## config.mk

```make
export PLATFORM = sky130hd
export DESIGN_NAME = hall_sensor_emulator
export DESIGN_NICKNAME = d
export VERILOG_FILES = /design/src/rtl/hall_sensor_emulator.sv
export SDC_FILE = /design/constraint.sdc
export NUM_CORES = 1
export LEC_CHECK = 0
export ABC_AREA = 1
export ABC_CLOCK_PERIOD_IN_PS = 4800
export BUFFER_PORTS_ARGS = -buffer_cell sky130_fd_sc_hd__buf_4
export CAP_MARGIN = 20
export CORE_MARGIN = 2
export CORE_UTILIZATION = 44
export DETAILED_ROUTE_END_ITERATION = 6
export HOLD_SLACK_MARGIN = 0.03
export MAX_ROUTING_LAYER = met4
export PLACE_DENSITY = 0.73
export SYNTH_ARGS = -nofsm -noshare
export SYNTH_HDL_FRONTEND = slang
export SYNTH_SLANG_ARGS = --single-unit
```

## constraint.sdc

```tcl
create_clock -name clk -period 4.8 [get_ports clk]
set_clock_uncertainty 0.2 [all_clocks]
set_input_delay 0.96 -clock clk [delete_from_list [all_inputs] [get_ports clk]]
set_output_delay 0.96 -clock clk [all_outputs]
set_load 0.01 [all_outputs]
```

## src/rtl/hall_sensor_emulator.sv

```systemverilog
// hall_sensor_emulator
//   Steps through the six valid 120-degree Hall codes at a programmable rate
//   so the BLDC commutation path can run on the bench with no motor attached.
//
//   Optional build macro: HALL_FAULT_EN
//     When defined, a fault_inj pulse replaces the next step with one interval
//     of the invalid code 000. When undefined, fault_inj is ignored.
//
//   Ports
//     clk        system clock, rising edge
//     rst_n      synchronous active-low reset
//     en         1 = run the sequence, 0 = hold the current code
//     dir        1 = forward, 0 = reverse (sampled at step boundaries only)
//     period     step interval minus one, in clk cycles
//     fault_inj  single-cycle request to inject an invalid code
//     H          emulated Hall code (registered)
//     sector     current sector 0..5 (registered)
//     step       one-cycle pulse in the cycle H changes
//     erev       signed electrical-revolution count (registered)
//
//   state | meaning
//   IDLE  | counter held at 0, code held, waiting for en
//   RUN   | interval counter running, code advances at each boundary

module hall_sensor_emulator #(
  parameter int CNT_W = 24,
  parameter int REV_W = 16
) (
  input  logic             clk,
  input  logic             rst_n,
  input  logic             en,
  input  logic             dir,
  input  logic [CNT_W-1:0] period,
  input  logic             fault_inj,
  output logic [2:0]       H,
  output logic [2:0]       sector,
  output logic             step,
  output logic [REV_W-1:0] erev
);

  localparam logic [0:0] S_IDLE = 1'b0;
  localparam logic [0:0] S_RUN  = 1'b1;

  logic [0:0]       state;
  logic [CNT_W-1:0] cnt;
  logic [CNT_W-1:0] period_shadow;

  logic [2:0]       sector_nxt;
  logic [REV_W-1:0] erev_nxt;

  function automatic logic [2:0] hall_map(input logic [2:0] s);
    logic [2:0] code;
    case (s)
      3'd0:    code = 3'b001;
      3'd1:    code = 3'b011;
      3'd2:    code = 3'b010;
      3'd3:    code = 3'b110;
      3'd4:    code = 3'b100;
      3'd5:    code = 3'b101;
      default: code = 3'b001;
    endcase
    return code;
  endfunction

  // Next sector and revolution count if the current boundary advances.
  always_comb begin
    sector_nxt = sector;
    erev_nxt   = erev;
    if (dir) begin
      if (sector >= 3'd5) begin
        sector_nxt = 3'd0;
        erev_nxt   = erev + 1'b1;
      end else begin
        sector_nxt = sector + 3'd1;
      end
    end else begin
      if (sector == 3'd0) begin
        sector_nxt = 3'd5;
        erev_nxt   = erev - 1'b1;
      end else begin
        sector_nxt = sector - 3'd1;
      end
    end
  end

`ifdef HALL_FAULT_EN
  logic fault_pend;
  logic fault_act;   // current interval is showing the invalid code

  always_ff @(posedge clk) begin
    if (!rst_n) begin
      state         <= S_IDLE;
      cnt           <= '0;
      period_shadow <= '0;
      H             <= 3'b001;
      sector        <= 3'd0;
      step          <= 1'b0;
      erev          <= '0;
      fault_pend    <= 1'b0;
      fault_act     <= 1'b0;
    end else begin
      step <= 1'b0;
      if (fault_inj && !fault_pend) fault_pend <= 1'b1;
      case (state)
        S_IDLE: begin
          cnt <= '0;
          if (en) begin
            period_shadow <= period;
            state         <= S_RUN;
          end
        end
        S_RUN: begin
          if (!en) begin
            state     <= S_IDLE;
            cnt       <= '0;
            H         <= hall_map(sector);
            fault_act <= 1'b0;
          end else if (cnt == period_shadow) begin
            cnt           <= '0;
            period_shadow <= period;
            step          <= 1'b1;
            // A fault interval always ends with a normal advance, even if a
            // new request arrived while the invalid code was showing.
            if (fault_pend && !fault_act) begin
              H          <= 3'b000;
              fault_pend <= 1'b0;
              fault_act  <= 1'b1;
            end else begin
              fault_act <= 1'b0;
              sector    <= sector_nxt;
              H         <= hall_map(sector_nxt);
              erev      <= erev_nxt;
            end
          end else begin
            cnt <= cnt + 1'b1;
          end
        end
        default: state <= S_IDLE;
      endcase
    end
  end
`else
  logic unused_fault_inj;
  assign unused_fault_inj = fault_inj;

  always_ff @(posedge clk) begin
    if (!rst_n) begin
      state         <= S_IDLE;
      cnt           <= '0;
      period_shadow <= '0;
      H             <= 3'b001;
      sector        <= 3'd0;
      step          <= 1'b0;
      erev          <= '0;
    end else begin
      step <= 1'b0;
      case (state)
        S_IDLE: begin
          cnt <= '0;
          if (en) begin
            period_shadow <= period;
            state         <= S_RUN;
          end
        end
        S_RUN: begin
          if (!en) begin
            state <= S_IDLE;
            cnt   <= '0;
          end else if (cnt == period_shadow) begin
            cnt           <= '0;
            period_shadow <= period;
            step          <= 1'b1;
            sector        <= sector_nxt;
            H             <= hall_map(sector_nxt);
            erev          <= erev_nxt;
          end else begin
            cnt <= cnt + 1'b1;
          end
        end
        default: state <= S_IDLE;
      endcase
    end
  end
`endif

endmodule
```

==> impl_metrics.json, run 1 <==
{
  "layout-drive-gt1-share": 0.0975,
  "synth.net_count": 800,
  "hold_ws_ns": 0.281,
  "area_delta_synth_final_pct": 13.7,
  "gp_congestion": 0.988,
  "final_nets": 844,
  "crit_required_ns": 4.86,
  "hpwl_um": 7440,
  "grt_pass1_wl_um": 17900,
  "start_kind": "input port",
  "ff2ff_path_depth": 12,
  "worst_setup_path_end_kind": "flop",
  "place_area_sq_um": 5020,
  "yosysSeqAreaShare": 0.316,
  "rsz0062_at_grt": "no",
  "synthTopCellsByArea": "dfxtp_1, nand2_1, inv_1",
  "final_common_cell": "nand2_1",
  "final.setup.tns_ns": 0,
  "die_y_um": 106,
  "routed_wl_um": 10200,
  "num_vias": 4421,
  "port_buffers": 50,
  "netlist_instances": 751,
  "post-route-util": 0.510,
  "p_int_mw": 0.871,
  "rr_endpoint": "H[1]",
  "hold_path_class": "flop to flop",
  "endpoint": "erev[7]",
  "leakage_nw": 2.48,
  "yosysTopAreaCellShare": 0.316,
  "cts-root-buf": "clkbuf_8",
  "final-setup-viol-count": 0,
  "fin_crit_sh": 0.613,
  "max_freq_ghz": 0.340,
  "antenna_found_initial": 0,
  "dr.pass1.iters": 4,
  "clk_latency_ns": 0.34,
  "core_sq_um": 10200,
  "grt_pass1_vias": 4074,
  "crit_type": "input port to flop",
  "antennaDiodeCount": 0,
  "cts_resized": 0,
  "instances_no_fill": 936,
  "ir_worst_vdd_mv": 0.129,
  "final_max_slew_viol_count": 0,
  "vias_per_cell": 4.72,
  "worstMarginPinSlew_ns": 0.985,
  "setup_slack_ns": 1.86,
  "wl_per_cell_um": 10.9,
  "rrSetupSlack_ns": 2.22,
  "ioPinCount": 52,
  "total_power_mw": 1.19,
  "syn_avg_cell_area_sq_um": 6.08,
  "yosysTopAreaCell": "dfxtp_1",
  "cts_buffers": 9,
  "layout_common_cells": "nand2_1, inv_1, nor2_1",
  "synth-seq-cells": 72,
  "track_usage": 0.197,
  "crit_fanout": 18,
  "grt_max_degree": 51,
  "clk_path_buf_depth": 2,
  "cts_sinks": 72,
  "pwr-share-comb": 0.119,
  "die-area_sq_um": 11200,
  "p_sw_frac": 0.267,
  "rr_startpoint": "cnt[8]",
  "hold_viol": 0,
  "place_ws_ns": 1.51,
  "p_seq_frac": 0.527,
  "switchingPower_mw": 0.317,
  "place_inst": 920,
  "cap_violations": 0,
  "cts-htree-levels": 3,
  "netlist_area_sq_um": 4570,
  "cp.arrival_ns": 3.00,
  "clk_pin_slew_worst_paths_ns": 0.07,
  "die_width_um": 106,
  "drcViolationCount": 0,
  "ys_types": 30,
  "clock_power_share": 0.353,
  "yosysWarnings": 0,
  "cts_tree": "done",
  "power_density_nw_per_um2": 229,
  "relSlewSlack": 0.342,
  "initial_core_util": 0.448,
  "postCtsSetupBuffers": 0,
  "cts_hold_buf": 0,
  "rows": 37,
  "period_needed_ns": 2.94,
  "status": "finished clean",
  "grt-ovfl-total": 0,
  "postRouteAntennaNets": 0,
  "critPathLaunch": "dir",
  "drt-initial-drc-count": 187,
  "fin_area_sq_um": 5190
}
-- flip-flops by register name, summed over array words and instances (netlist names) --
signal,flops
state,1
cnt,24
erev,16
H,3
period_shadow,24
sector,3
step,1
-- worst min-delay path by stage --
| stage | start | endpoint | slack, ns | cells after the start |
|---|---|---|---|---|
| 3_3_place_gp | cnt[0] | cnt[0] | 0.26 | 1 |
| 6_report | H[1] | H[1] | 0.28 | 2 |
| 2_1_floorplan | cnt[0] | cnt[0] | 0.24 | 1 |
| 5_1_grt | H[1] | H[1] | 0.28 | 2 |
| 4_1_cts | H[1] | H[1] | 0.28 | 2 |
| 3_5_place_dp | H[1] | H[1] | 0.27 | 2 |
-- layout make-up --
| cell class | instances | area (sq um) |
|---|---|---|
| Multi-Input combinational cell | 548 | 2600 |
| Clock inverter | 3 | 17.5 |
| Inverter | 112 | 420 |
| Timing Repair Buffer | 52 | 390 |
| Tap cell | 136 | 170 |
| Clock buffer | 13 | 149 |
| Sequential cell | 72 | 1440 |
| Fill cell | 1081 | 4990 |
-- cells by family after synthesis --
kind of cell	count (synthesis)	share of synthesized area
AO/OA/AOI/OAI	72	0.0816
XOR/XNOR	17	0.0326
adder cells (fa/ha/maj)	20	0.0564
buffers and inverters	131	0.115
flip-flops	72	0.316
AND/OR/NAND/NOR	439	0.399
-- worst max-delay path, cell delays in order --
cell,delay [ns]
buf_4,0.13
inv_1,0.49
ha_1,0.42
a21oi_1,0.21
nand2_1,0.15
nand2_1,0.09
nand2_1,0.08
xor2_1,0.17
nand3_1,0.11
a21oi_1,0.18
-- power groups by stage --
stage / Combinational, mW / Sequential (mW) / Clock [mW]
2_1_floorplan: 0.108 / 0.637 / 0
3_3_place_gp: 0.142 / 0.640 / 0
3_5_place_dp: 0.143 / 0.640 / 0
4_1_cts: 0.143 / 0.627 / 0.430
5_1_grt: 0.165 / 0.628 / 0.457
6_report: 0.142 / 0.627 / 0.420
-- layer usage --
metal | track usage | vias to the layer above | routed length, um
met5 | - | - | 0
met4 | 0.0404 | 0 | 54
met1 | 0.248 | 1920 | 5140
met3 | 0.0377 | 4 | 337
li1 | - | 2439 | -
met2 | 0.329 | 58 | 4670
-- cells in the mapped netlist --
master	number
nand3_2	1
dfxtp_1	72
nand2_1	230
nor4_1	2
clkbuf_1	6
o21bai_1	3
nor3b_1	1
o21ai_0	7
nand2_2	1
o211ai_1	1
inv_1	104
or2_2	1
nor3_1	16
nor2_1	101
a211oi_1	1
a21oi_1	60
nand3b_1	2
nand3_1	66
xor2_1	16
xnor2_1	1
inv_2	6
nor2_2	4
ha_1	19
nand4_1	12
buf_2	7
buf_6	3
fa_1	1
and2_1	2
buf_1	3
clkinv_1	2
(Power assumes the default switching activity.)
==> run 2: changes to the inputs <==
- ABC_CLOCK_PERIOD_IN_PS: 4800 -> 2800
- clock period: 4.8 -> 2.8 ns (I/O delays scaled with it)
==> impl_metrics.json, run 2 (synthesis gave the netlist of run 1 again) <==
{
  "cts_sinks": 72,
  "rows": 37,
  "worst_setup_path_end_kind": "flop",
  "rrSetupSlack_ns": 0.53,
  "drt-initial-drc-count": 202,
  "status": "finished clean",
  "post-route-util": 0.523,
  "grt_max_degree": 32,
  "antennaDiodeCount": 0,
  "start_kind": "flop",
  "routed_wl_um": 10700,
  "ff2ff_path_depth": 12,
  "final_max_slew_viol_count": 0,
  "fin_crit_sh": 0.812,
  "period_needed_ns": 2.27,
  "antenna_found_initial": 0,
  "grt_pass1_vias": 4094,
  "max_freq_ghz": 0.440,
  "path_cells": "inv_1 > nand2_1 > nand2_1 > nor2_1 > nand2_1 > nor2_2 > nand3_2 > nand2_2 > buf_12 > nand3_1 > nand2_1 > nor2_1",
  "cts_hold_buf": 0,
  "track_usage": 0.203,
  "ir_worst_vdd_mv": 0.278,
  "port_buffers": 50,
  "dr.pass1.iters": 4,
  "critPathTopFamily": "simple AND/OR/NAND/NOR gates",
  "cts_buffers": 9,
  "layout-drive-gt1-share": 0.107,
  "die_y_um": 106,
  "cts-root-buf": "clkbuf_8",
  "die-area_sq_um": 11200,
  "area_delta_synth_final_pct": 16.6,
  "drcViolationCount": 0,
  "postRouteAntennaNets": 0,
  "critPathSlowestCell": "dfxtp_1",
  "final_common_cell": "nand2_1",
  "initial_core_util": 0.448,
  "crit_top_cell": "nand2_1",
  "gp_congestion": 0.968,
  "hpwl_um": 7760,
  "cts_resized": 0,
  "wl_per_cell_um": 11.3,
  "grt-ovfl-total": 0,
  "postCtsSetupBuffers": 0,
  "final.setup.tns_ns": 0,
  "cp.buffers_inverters": 2,
  "clk_path_buf_depth": 2,
  "vias_per_cell": 4.81,
  "final_nets": 850,
  "grt_pass1_wl_um": 18200,
  "leakage_nw": 2.55,
  "layout_common_cells": "nand2_1, inv_1, nor2_1",
  "reg_top3": "cnt x24, period_shadow x24, erev x16",
  "crit_required_ns": 2.86,
  "cap_violations": 0,
  "ioPinCount": 52,
  "worstMarginPinSlew_ns": 0.760,
  "clk_latency_ns": 0.36,
  "final-setup-viol-count": 0,
  "clk_pin_slew_worst_paths_ns": 0.08,
  "cts-htree-levels": 3,
  "crit_type": "flop to flop",
  "rsz0062_at_grt": "no",
  "power_density_nw_per_um2": 433,
  "cts_tree": "done",
  "hold_viol": 0,
  "relSlewSlack": 0.489,
  "core_sq_um": 10200,
  "whs_path_depth": 2,
  "num_vias": 4529,
  "rr_endpoint": "period_shadow[5]",
  "max_stage_delay_ns": 0.41,
  "die_width_um": 106,
  "rr_startpoint": "cnt[14]",
  "hold_path_class": "flop to flop",
  "cp.arrival_ns": 2.33,
  "crit_fanout": 27,
  "min_to": "H[1]",
  "hold_path.startpoint": "H[1]"
}
==> run 2: cell count changes in the layout (fill, tap and decap cells not counted) <==
cell / before / now
buf_4: 52 / 56
buf_12: 0 / 2
bufinv_16: 0 / 2
clkbuf_1: 3 / 1
clkinv_2: 2 / 0
clkbuf_8: 10 / 11
clkinv_4: 0 / 1
==> run 2: how the worst max path moves through the flow <==
stage	startpoint	endpoint	slack [ns]	cells past startpoint
5_1_grt	cnt[14]	period_shadow[12]	0.31	12
6_report	cnt[14]	period_shadow[5]	0.53	12
3_3_place_gp	dir	erev[13]	0.27	13
4_1_cts	cnt[14]	period_shadow[12]	0.53	12
2_1_floorplan	dir	erev[13]	0.46	12
3_5_place_dp	dir	erev[13]	0.24	13
==> run 2: area by class of cell <==
class	instances	area [sq um]
Sequential cell	72	1440
Multi-Input combinational cell	548	2600
Clock buffer	12	155
Inverter	112	420
Timing Repair Buffer	58	460
Tap cell	136	170
Clock inverter	4	76.3
Fill cell	1060	4860
==> run 2: power breakdown <==
part           switching (mW)  internal [mW]  total (mW)
Combinational           0.150          0.105       0.256
Sequential             0.0221           1.05        1.07
Clock                   0.424          0.553       0.977
==> run 2: per-layer routing <==
layer  wire length, um  track usage
met5                 0            -
met4               155       0.0630
met3               327       0.0315
met2              4660        0.318
met1              5520        0.271
==> run 2: worst reg2reg max path, delay by kind of cell, from the launching register on <==
kind | cells | cell delay (ns)
simple gates | 10 | 1.25
flops | 1 | 0.41
buf+inv | 2 | 0.32
==> run 2: per-stage QoR <==
| step | area, sq um | power [mW] | setup WS, ns | cells | hold slack (ns) |
|---|---|---|---|---|---|
| floorplan | 4570 | 1.28 | 0.456 | 751 | 0.241 |
| global placement | 5090 | 1.35 | 0.272 | 926 | 0.271 |
| detailed placement | 5090 | 1.35 | 0.238 | 926 | 0.267 |
| CTS | 5330 | 2.32 | 0.526 | 942 | 0.281 |
| global route | 5330 | 2.40 | 0.310 | 942 | 0.313 |
| finish | 5330 | 2.31 | 0.526 | 942 | 0.279 |
